<file path="src/rtl/dyn_partition_fixpoint_monitor.sv">
// Reference-model checker for NCH dynamically partitioned W-bit counters. One observed
// transition is validated per handshake; the first divergence halts it and returns to the all-zero fixpoint are counted.
module dyn_partition_fixpoint_monitor #(
  parameter int NCH  = 2,
  parameter int W    = 3,
  parameter int SELW = 2,
  parameter int MODE = 0
) (
  input  logic             clk,
  input  logic             rst_n,
  input  logic             obs_valid,
  output logic             obs_ready,
  input  logic [NCH*W-1:0] obs_cnt,
  input  logic [SELW-1:0]  obs_sel,
  output logic             chk_done,
  output logic             chk_ok,
  output logic             err_sticky,
  output logic [15:0]      err_index,
  output logic [15:0]      wrap_count
);

  typedef enum logic [1:0] {
    ST_INIT  = 2'd0,
    ST_RUN   = 2'd1,
    ST_CHECK = 2'd2,
    ST_HALT  = 2'd3
  } state_t;

  // One extra bit so NCH == 2^SELW does not fold to zero.
  localparam logic [SELW:0] NCH_W = (SELW+1)'(NCH);

  state_t            state_r;
  state_t            next_state_s;
  logic              obs_ready_r;
  logic              chk_done_r;
  logic              chk_ok_r;
  logic              err_sticky_r;
  logic [15:0]       err_index_r;
  logic [15:0]       wrap_count_r;
  logic [15:0]       obs_idx_r;
  logic [NCH*W-1:0]  cap_cnt_r;
  logic [SELW-1:0]   cap_sel_r;
  logic              init_chk_r;
  logic [NCH*W-1:0]  model_cnt_r;
  logic [SELW-1:0]   model_sel_r;

  logic              accept_s;
  logic [NCH*W-1:0]  pred_cnt_s;
  logic [SELW-1:0]   pred_sel_s;
  logic              sel_bad_s;
  logic              match_s;
  logic              wrap_hit_s;

  function automatic logic [15:0] sat_inc16(input logic [15:0] v);
    if (v == 16'hFFFF) begin
      return v;
    end else begin
      return v + 16'd1;
    end
  endfunction

  assign accept_s = obs_valid & obs_ready_r;

  // Expected next state of the reference model for the captured observation.
  always_comb begin
    pred_cnt_s = model_cnt_r;
    pred_sel_s = model_sel_r;
    sel_bad_s  = 1'b0;
    if (init_chk_r) begin
      pred_cnt_s = '0;
      pred_sel_s = '0;
    end else begin
      for (int i = 0; i < NCH; i++) begin
        if (model_sel_r == SELW'(i)) begin
          pred_cnt_s[i*W +: W] = model_cnt_r[i*W +: W] + W'(1);
        end else begin
          pred_cnt_s[i*W +: W] = model_cnt_r[i*W +: W];
        end
      end
      if (MODE == 0) begin
        if (model_sel_r == SELW'(NCH-1)) begin
          pred_sel_s = '0;
        end else begin
          pred_sel_s = model_sel_r + SELW'(1);
        end
      end else begin
        if ({1'b0, cap_sel_r} < NCH_W) begin
          pred_sel_s = cap_sel_r;
        end else begin
          pred_sel_s = model_sel_r;
          sel_bad_s  = 1'b1;
        end
      end
    end
  end

  // Compare capture against prediction and detect a return to the fixpoint.
  always_comb begin
    match_s    = !sel_bad_s && (cap_cnt_r == pred_cnt_s) && (cap_sel_r == pred_sel_s);
    wrap_hit_s = !init_chk_r && (pred_cnt_s == '0) && (pred_sel_s == '0);
  end

  // Next-state logic for the INIT/RUN/CHECK/HALT controller.
  always_comb begin
    next_state_s = state_r;
    case (state_r)
      ST_INIT: begin
        if (accept_s) begin
          next_state_s = ST_CHECK;
        end else begin
          next_state_s = ST_INIT;
        end
      end
      ST_RUN: begin
        if (accept_s) begin
          next_state_s = ST_CHECK;
        end else begin
          next_state_s = ST_RUN;
        end
      end
      ST_CHECK: begin
        if (match_s) begin
          next_state_s = ST_RUN;
        end else begin
          next_state_s = ST_HALT;
        end
      end
      ST_HALT: next_state_s = ST_HALT;
      default: next_state_s = ST_HALT;
    endcase
  end

  // State register, capture, model update and registered result outputs.
  always_ff @(posedge clk or negedge rst_n) begin
    if (!rst_n) begin
      state_r      <= ST_INIT;
      obs_ready_r  <= 1'b0;
      chk_done_r   <= 1'b0;
      chk_ok_r     <= 1'b0;
      err_sticky_r <= 1'b0;
      err_index_r  <= 16'd0;
      wrap_count_r <= 16'd0;
      obs_idx_r    <= 16'd0;
      cap_cnt_r    <= '0;
      cap_sel_r    <= '0;
      init_chk_r   <= 1'b0;
      model_cnt_r  <= '0;
      model_sel_r  <= '0;
    end else begin
      state_r     <= next_state_s;
      obs_ready_r <= (next_state_s == ST_INIT) || (next_state_s == ST_RUN);
      chk_done_r  <= 1'b0;
      if (accept_s) begin
        cap_cnt_r  <= obs_cnt;
        cap_sel_r  <= obs_sel;
        init_chk_r <= (state_r == ST_INIT);
      end
      if (state_r == ST_CHECK) begin
        chk_done_r <= 1'b1;
        chk_ok_r   <= match_s;
        if (match_s) begin
          model_cnt_r <= pred_cnt_s;
          model_sel_r <= pred_sel_s;
          obs_idx_r   <= sat_inc16(obs_idx_r);
          if (wrap_hit_s) begin
            wrap_count_r <= sat_inc16(wrap_count_r);
          end
        end else begin
          err_sticky_r <= 1'b1;
          err_index_r  <= obs_idx_r;
        end
      end
    end
  end

  assign obs_ready  = obs_ready_r;
  assign chk_done   = chk_done_r;
  assign chk_ok     = chk_ok_r;
  assign err_sticky = err_sticky_r;
  assign err_index  = err_index_r;
  assign wrap_count = wrap_count_r;

endmodule

</file>
<file path="config.mk">
export PLATFORM = sky130hd
export DESIGN_NAME = dyn_partition_fixpoint_monitor
export DESIGN_NICKNAME = d
export VERILOG_FILES = /design/src/rtl/dyn_partition_fixpoint_monitor.sv
export SDC_FILE = /design/constraint.sdc
export NUM_CORES = 1
export LEC_CHECK = 0
export CAP_MARGIN = 20
export CORE_ASPECT_RATIO = 1.1
export CORE_MARGIN = 8
export CORE_UTILIZATION = 58
export CTS_BUF_LIST = sky130_fd_sc_hd__clkbuf_4 sky130_fd_sc_hd__clkbuf_8 sky130_fd_sc_hd__clkbuf_16
export DETAILED_ROUTE_END_ITERATION = 12
export PLACE_DENSITY = 0.84
export SYNTH_ARGS = -nofsm -noshare
export SYNTH_HDL_FRONTEND = slang
export SYNTH_SLANG_ARGS = --single-unit
</file>
<file path="constraint.sdc">
create_clock -name clk -period 5.45 [get_ports clk]
set_input_delay 1.09 -clock clk [delete_from_list [all_inputs] [get_ports clk]]
set_output_delay 1.09 -clock clk [all_outputs]
set_load 0.01 [all_outputs]
</file>
* Yosys cells after proc, flatten, opt, wreduce, memory -nomap -nowiden
Index checks and enable logic that the tools add are counted.
Storage, ports and cells: flip-flop bits (word level) 71, logic and storage cells 55, bits of input ports 11, output and inout port bits 36
Operators by class: equality and inequality tests 9, mux-type cells 10, add/subtract/negate cells 5, reductions and logical operators 14, bitwise operators 4
Operators with widths (number):
- $add A16 B1 Y16 const B | 2
- $eq A16 B16 Y1 const B | 2
- $mux W2 | 5
- $logic_not A2 Y1 | 4
- $pmux W2 S4 | 1
- $add A3 B1 Y3 const B | 2
- $eq A2 B1 Y1 const B | 3
- $eq A6 B6 Y1 | 1
- $logic_not A6 Y1 | 1
- $mux W3 | 2
- $mux W6 | 1
- $eq A2 B2 Y1 const B | 2
- $reduce_and A2 Y1 | 2
- $reduce_and A4 Y1 | 1
- $logic_and A1 B1 Y1 | 3
- $not A1 Y1 | 3
- $reduce_and A3 Y1 | 1
- $add A2 B1 Y2 const B | 1
- $eq A2 B2 Y1 | 1
- $and A1 B1 Y1 | 1
- $logic_not A1 Y1 | 1
- $logic_or A1 B1 Y1 | 1
- $mux W1 | 1

* Longest topological paths before layout
word-level depth 9, depth in mapped cells 11

* Least setup slack after synthesis
Ideal clock, no wire load.
path type register to register, start point register model_cnt_r[1], end point register err_index_r[0], in the netlist err_index[0], path buffers 1, arrival 2.403 ns, setup slack 2.923 ns, library setup time 0.125 ns, period minus slack after synthesis 2.527 ns, cell stages (with the launch flop) 9, data required time 5.325 ns, cells stage by stage dfrtp_1 -> ha_1 -> nor4b_1 -> a311oi_1 -> a2111oi_4 -> nand4b_4 -> o21ai_2 -> buf_4 -> mux2_2
On the way: longest elaborated chain between the ends 7
Ends and longest elaborated chain:
- start: declaration | line 44 | logic [NCH*W-1:0] model_cnt_r;
- start signal: assignment | line 162 | model_cnt_r <= pred_cnt_s;
- $add A3 B1 Y3 | line 75 | pred_cnt_s[i*W +: W] = model_cnt_r[i*W +: W] + W'(1);
- $mux W3 * | line 74 | if (model_sel_r == SELW'(i)) begin
- $mux W6 * | line 69 | if (init_chk_r) begin
- $eq A6 B6 Y1 * | line 99 | match_s = !sel_bad_s && (cap_cnt_r == pred_cnt_s) && (cap_sel_r == pred_sel_s);
- $logic_and A1 B1 Y1 * | line 99
- $not A1 Y1 (no line) *
- $reduce_and A2 Y1 (no line) *
- end signal: assignment | line 170 | err_index_r <= obs_idx_r;
- end: declaration | line 38 | logic [15:0] err_index_r;
Mark *: on every way between the ends. The rest lies on a longest branch, timed or not. A chain may end at the register's enable or synchronous reset.

* Worst setup path in the final report
start point register init_chk_r, end point register obs_idx_r[1]
On the way: longest elaborated chain between the ends 4, elaborated cells on any way between the ends 6, those cells by class 2 x eq/ne; 2 x mux; 2 x reduce/logical
Ends and longest elaborated chain:
- start: declaration | line 43 | logic init_chk_r;
- start signal: assignment | line 156 | init_chk_r <= (state_r == ST_INIT);
- $mux W6 / $mux W2 (equally long branches) | line 69
- $eq A6 B6 Y1 / $eq A2 B2 Y1 (equally long branches) | line 99
- $logic_and A1 B1 Y1 * | line 99
- $reduce_and A3 Y1 (no line) *
- end signal: assignment | line 164 | obs_idx_r <= sat_inc16(obs_idx_r);
- end: declaration | line 40 | logic [15:0] obs_idx_r;
Marks and branches as above.

==> impl_metrics.py <==
metrics = {
    "synth": {
        "yosysTopAreaCell": "dfrtp_1",
        "synth_nets": 286,
        "syn_avg_cell_area_um2": 12.23,
        "yosysMostFrequentCell": "dfrtp_1",
        "synthTopCellsByCount": "dfrtp_1, xnor2_1, mux2_2",
        "synth_cell_types": 52,
        "ys_seq_area_share_pct": 53.58,
        "synthArstFlopShare_pct": 100.0,
        "ys_top_cells_by_area": "dfrtp_1, mux2_2, xnor2_1",
        "syn_inst": 271,
        "netlist_area_um2": 3316,
        "yosysTopAreaCellShare_pct": 53.58,
        "ys_seq_elements": 71,
        "synth_edf_count": 0,
        "synth_flop_cell": "dfrtp_1",
        "ys_warn_count": 0,
    },
    "die": {
        "die_h_um": 95.30,
        "io_pins": 47,
        "core-area_um2": 5660,
        "fp.dieArea_um2": 8395,
        "initial_core_util_pct": 58.58,
        "num_rows": 29,
        "die_w_um": 88.09,
    },
    "timing": {
        "hold_slack_ps": 472.6,
        "period_needed_ps": 3014,
        "slew_violations": 0,
        "worst_pin_slew_ps": 914.0,
        "setup_tns_ps": 0,
        "slew_headroom_pct": 39.06,
        "finalCritPeriodShare_pct": 55.30,
        "hold_viol": 0,
        "setup_violations": 0,
        "rsz0062_at_grt": "false",
        "setup_slack_ps": 2436,
        "max_freq_ghz": 0.3318,
        "finClkSkew_ps": 9.419,
    },
    "global_routing": {
        "grt_max_degree": 72,
        "grt_overflow_total": 0,
        "antenna_found_initial": 0,
        "grt_pass1_wl_um": 11450,
        "grt_use_total_pct": 17.44,
        "grt_pass1_vias": 2361,
    },
    "clock_network": {
        "post_cts_buffers": 0,
        "path_clk_slew_ps": 70,
        "htreeDepth": 3,
        "ctsHoldBuffers": 0,
        "clk_latency_ps": 330,
        "clk_path_buf_depth": 2,
        "root_buffer": "clkbuf_8",
        "numCtsBuffers": 9,
        "tritoncts": "yes",
        "post_cts_resized": 0,
        "cts.sinks": 71,
    },
    "routing": {
        "vias": 2279,
        "first_pass_iters": 4,
        "drc": 0,
        "drtIter0Drc": 92,
        "antenna_left": 0,
        "wire_per_inst_um": 16.42,
        "post_drt_via_cell_ratio": 5.712,
        "drt-total-wl_um": 6550,
    },
    "finish": {
        "antenna_cells": 0,
        "n_fill_cell": 427,
        "multi_input_area_um2": 1458,
        "instances_no_fill": 399,
        "seq_area_um2": 1777,
        "areaGrowthSynthToFinish_pct": 22.23,
        "drive_gt1_share_pct": 16.15,
        "finalNetCount": 333,
        "postLayoutCoreUtil_pct": 71.60,
    },
    "place": {
        "gp_congestion": 0.8290,
        "dpl.hpwl_um": 4455,
        "post-place-cells": 384,
        "port_buffers": 46,
        "place_ws_ps": 2479,
    },
    "setup_path": {
        "critical_path_peak_fanout": 18,
        "worstSetupStartpointType": "flop",
        "critical_path_class": "reg2reg",
        "endpoint_kind": "flop",
        "cp_data_required_time_ps": 5670,
        "crit_arrival_ps": 3230,
    },
    "power": {
        "power.density_nw_per_um2": 314.1,
        "ir_worst_vdd_v": 0.0001698,
        "p_leak_nw": 1.799,
    },
    "run_status": {
        "status": "finished clean",
    },
    "worst_hold_path": {
        "min_path_type": "reg2reg",
    },
    "flow_run": {
        "cap_violations": 0,
    },
}
## logic make-up after synthesis
logic type,after synthesis,synth area share [%]
AO/OA/AOI/OAI,28,6.378
XOR/XNOR,35,9.245
adder cells (fa/ha/maj),4,1.509
buffers and inverters,15,2.453
flip-flops,71,53.58
multiplexers,28,9.396
AND/OR/NAND/NOR,90,17.43
## stage by stage
stage | instance area [um^2] | power, mW
after floorplan | 3316 | 0.7240
after global placement | 3809 | 0.7708
after detailed placement | 3809 | 0.7772
after CTS | 4053 | 1.284
after global routing | 4053 | 1.326
final | 4053 | 1.273
## worst max-delay path, stage by stage, from the launching register on
cell and delay (ps):
dfrtp_1 560, or4b_1 630, o21ai_2 120, or2b_1 180
nand4_2 190, nor3_2 800, mux2_2 410
## cell type report
type                    instances  area share, %
clock buffers                  10          3.396
repair buffers                 47          11.42
multi-input cells             185          35.97
flip-flops and latches         71          43.84
inverters                       4         0.3705
well taps                      77          2.377
clock inverters                 5          2.624
## where the power goes
| group | switching (mW) | internal [mW] |
|---|---|---|
| clock network | 0.193 | 0.315 |
| logic | 0.0802 | 0.0830 |
| registers | 0.0354 | 0.567 |
## metal layers
layer,GRT usage (%),vias to the layer above,routed length (um)
li1,-,1078,-
met1,21.58,1157,2937
met2,28.50,36,3294
met3,3.448,8,233
met4,8.745,0,84
met5,0,-,0
## sequential cells by signal, indices dropped and copies added (netlist names), 2 cells and up
name and cells:
cap_cnt_r 6, cap_sel_r 2, err_index 16, model_cnt_r 6, model_sel_r 2, obs_idx_r 16, state_r 2, wrap_count 16
## worst paths after layout
path                                        startpoint                    endpoint  slack (ps)  cells after the start
worst max-delay path            init_chk_r$_DFFE_PN0P_    obs_idx_r[1]$_DFFE_PN0P_        2440                      6
min in group asynchronous                        rst_n    cap_sel_r[0]$_DFFE_PN0P_         960                      2
worst min-delay path            err_sticky$_DFFE_PN0P_      err_sticky$_DFFE_PN0P_         470                      1
worst min register to register  err_sticky$_DFFE_PN0P_      err_sticky$_DFFE_PN0P_         470                      1
max in group asynchronous                        rst_n  model_cnt_r[3]$_DFFE_PN0P_        3930                      2
worst max register to register  init_chk_r$_DFFE_PN0P_    obs_idx_r[1]$_DFFE_PN0P_        2440                      6
## placed cells by master (no fill, tap or decap), types with 4 or more instances in the layout
cell type	instances
clkbuf_8	10
o21ai_0	11
ha_1	4
nor2_1	5
mux2_2	25
inv_1	4
nor2b_1	4
xor2_1	6
nand4_1	18
dfrtp_1	71
clkdlybuf4s50_1	45
xnor2_1	29
and3_1	12
nand2_1	11
nand2b_1	4
nand3_1	9
No activity file was read; power rests on OpenSTA's default activity.
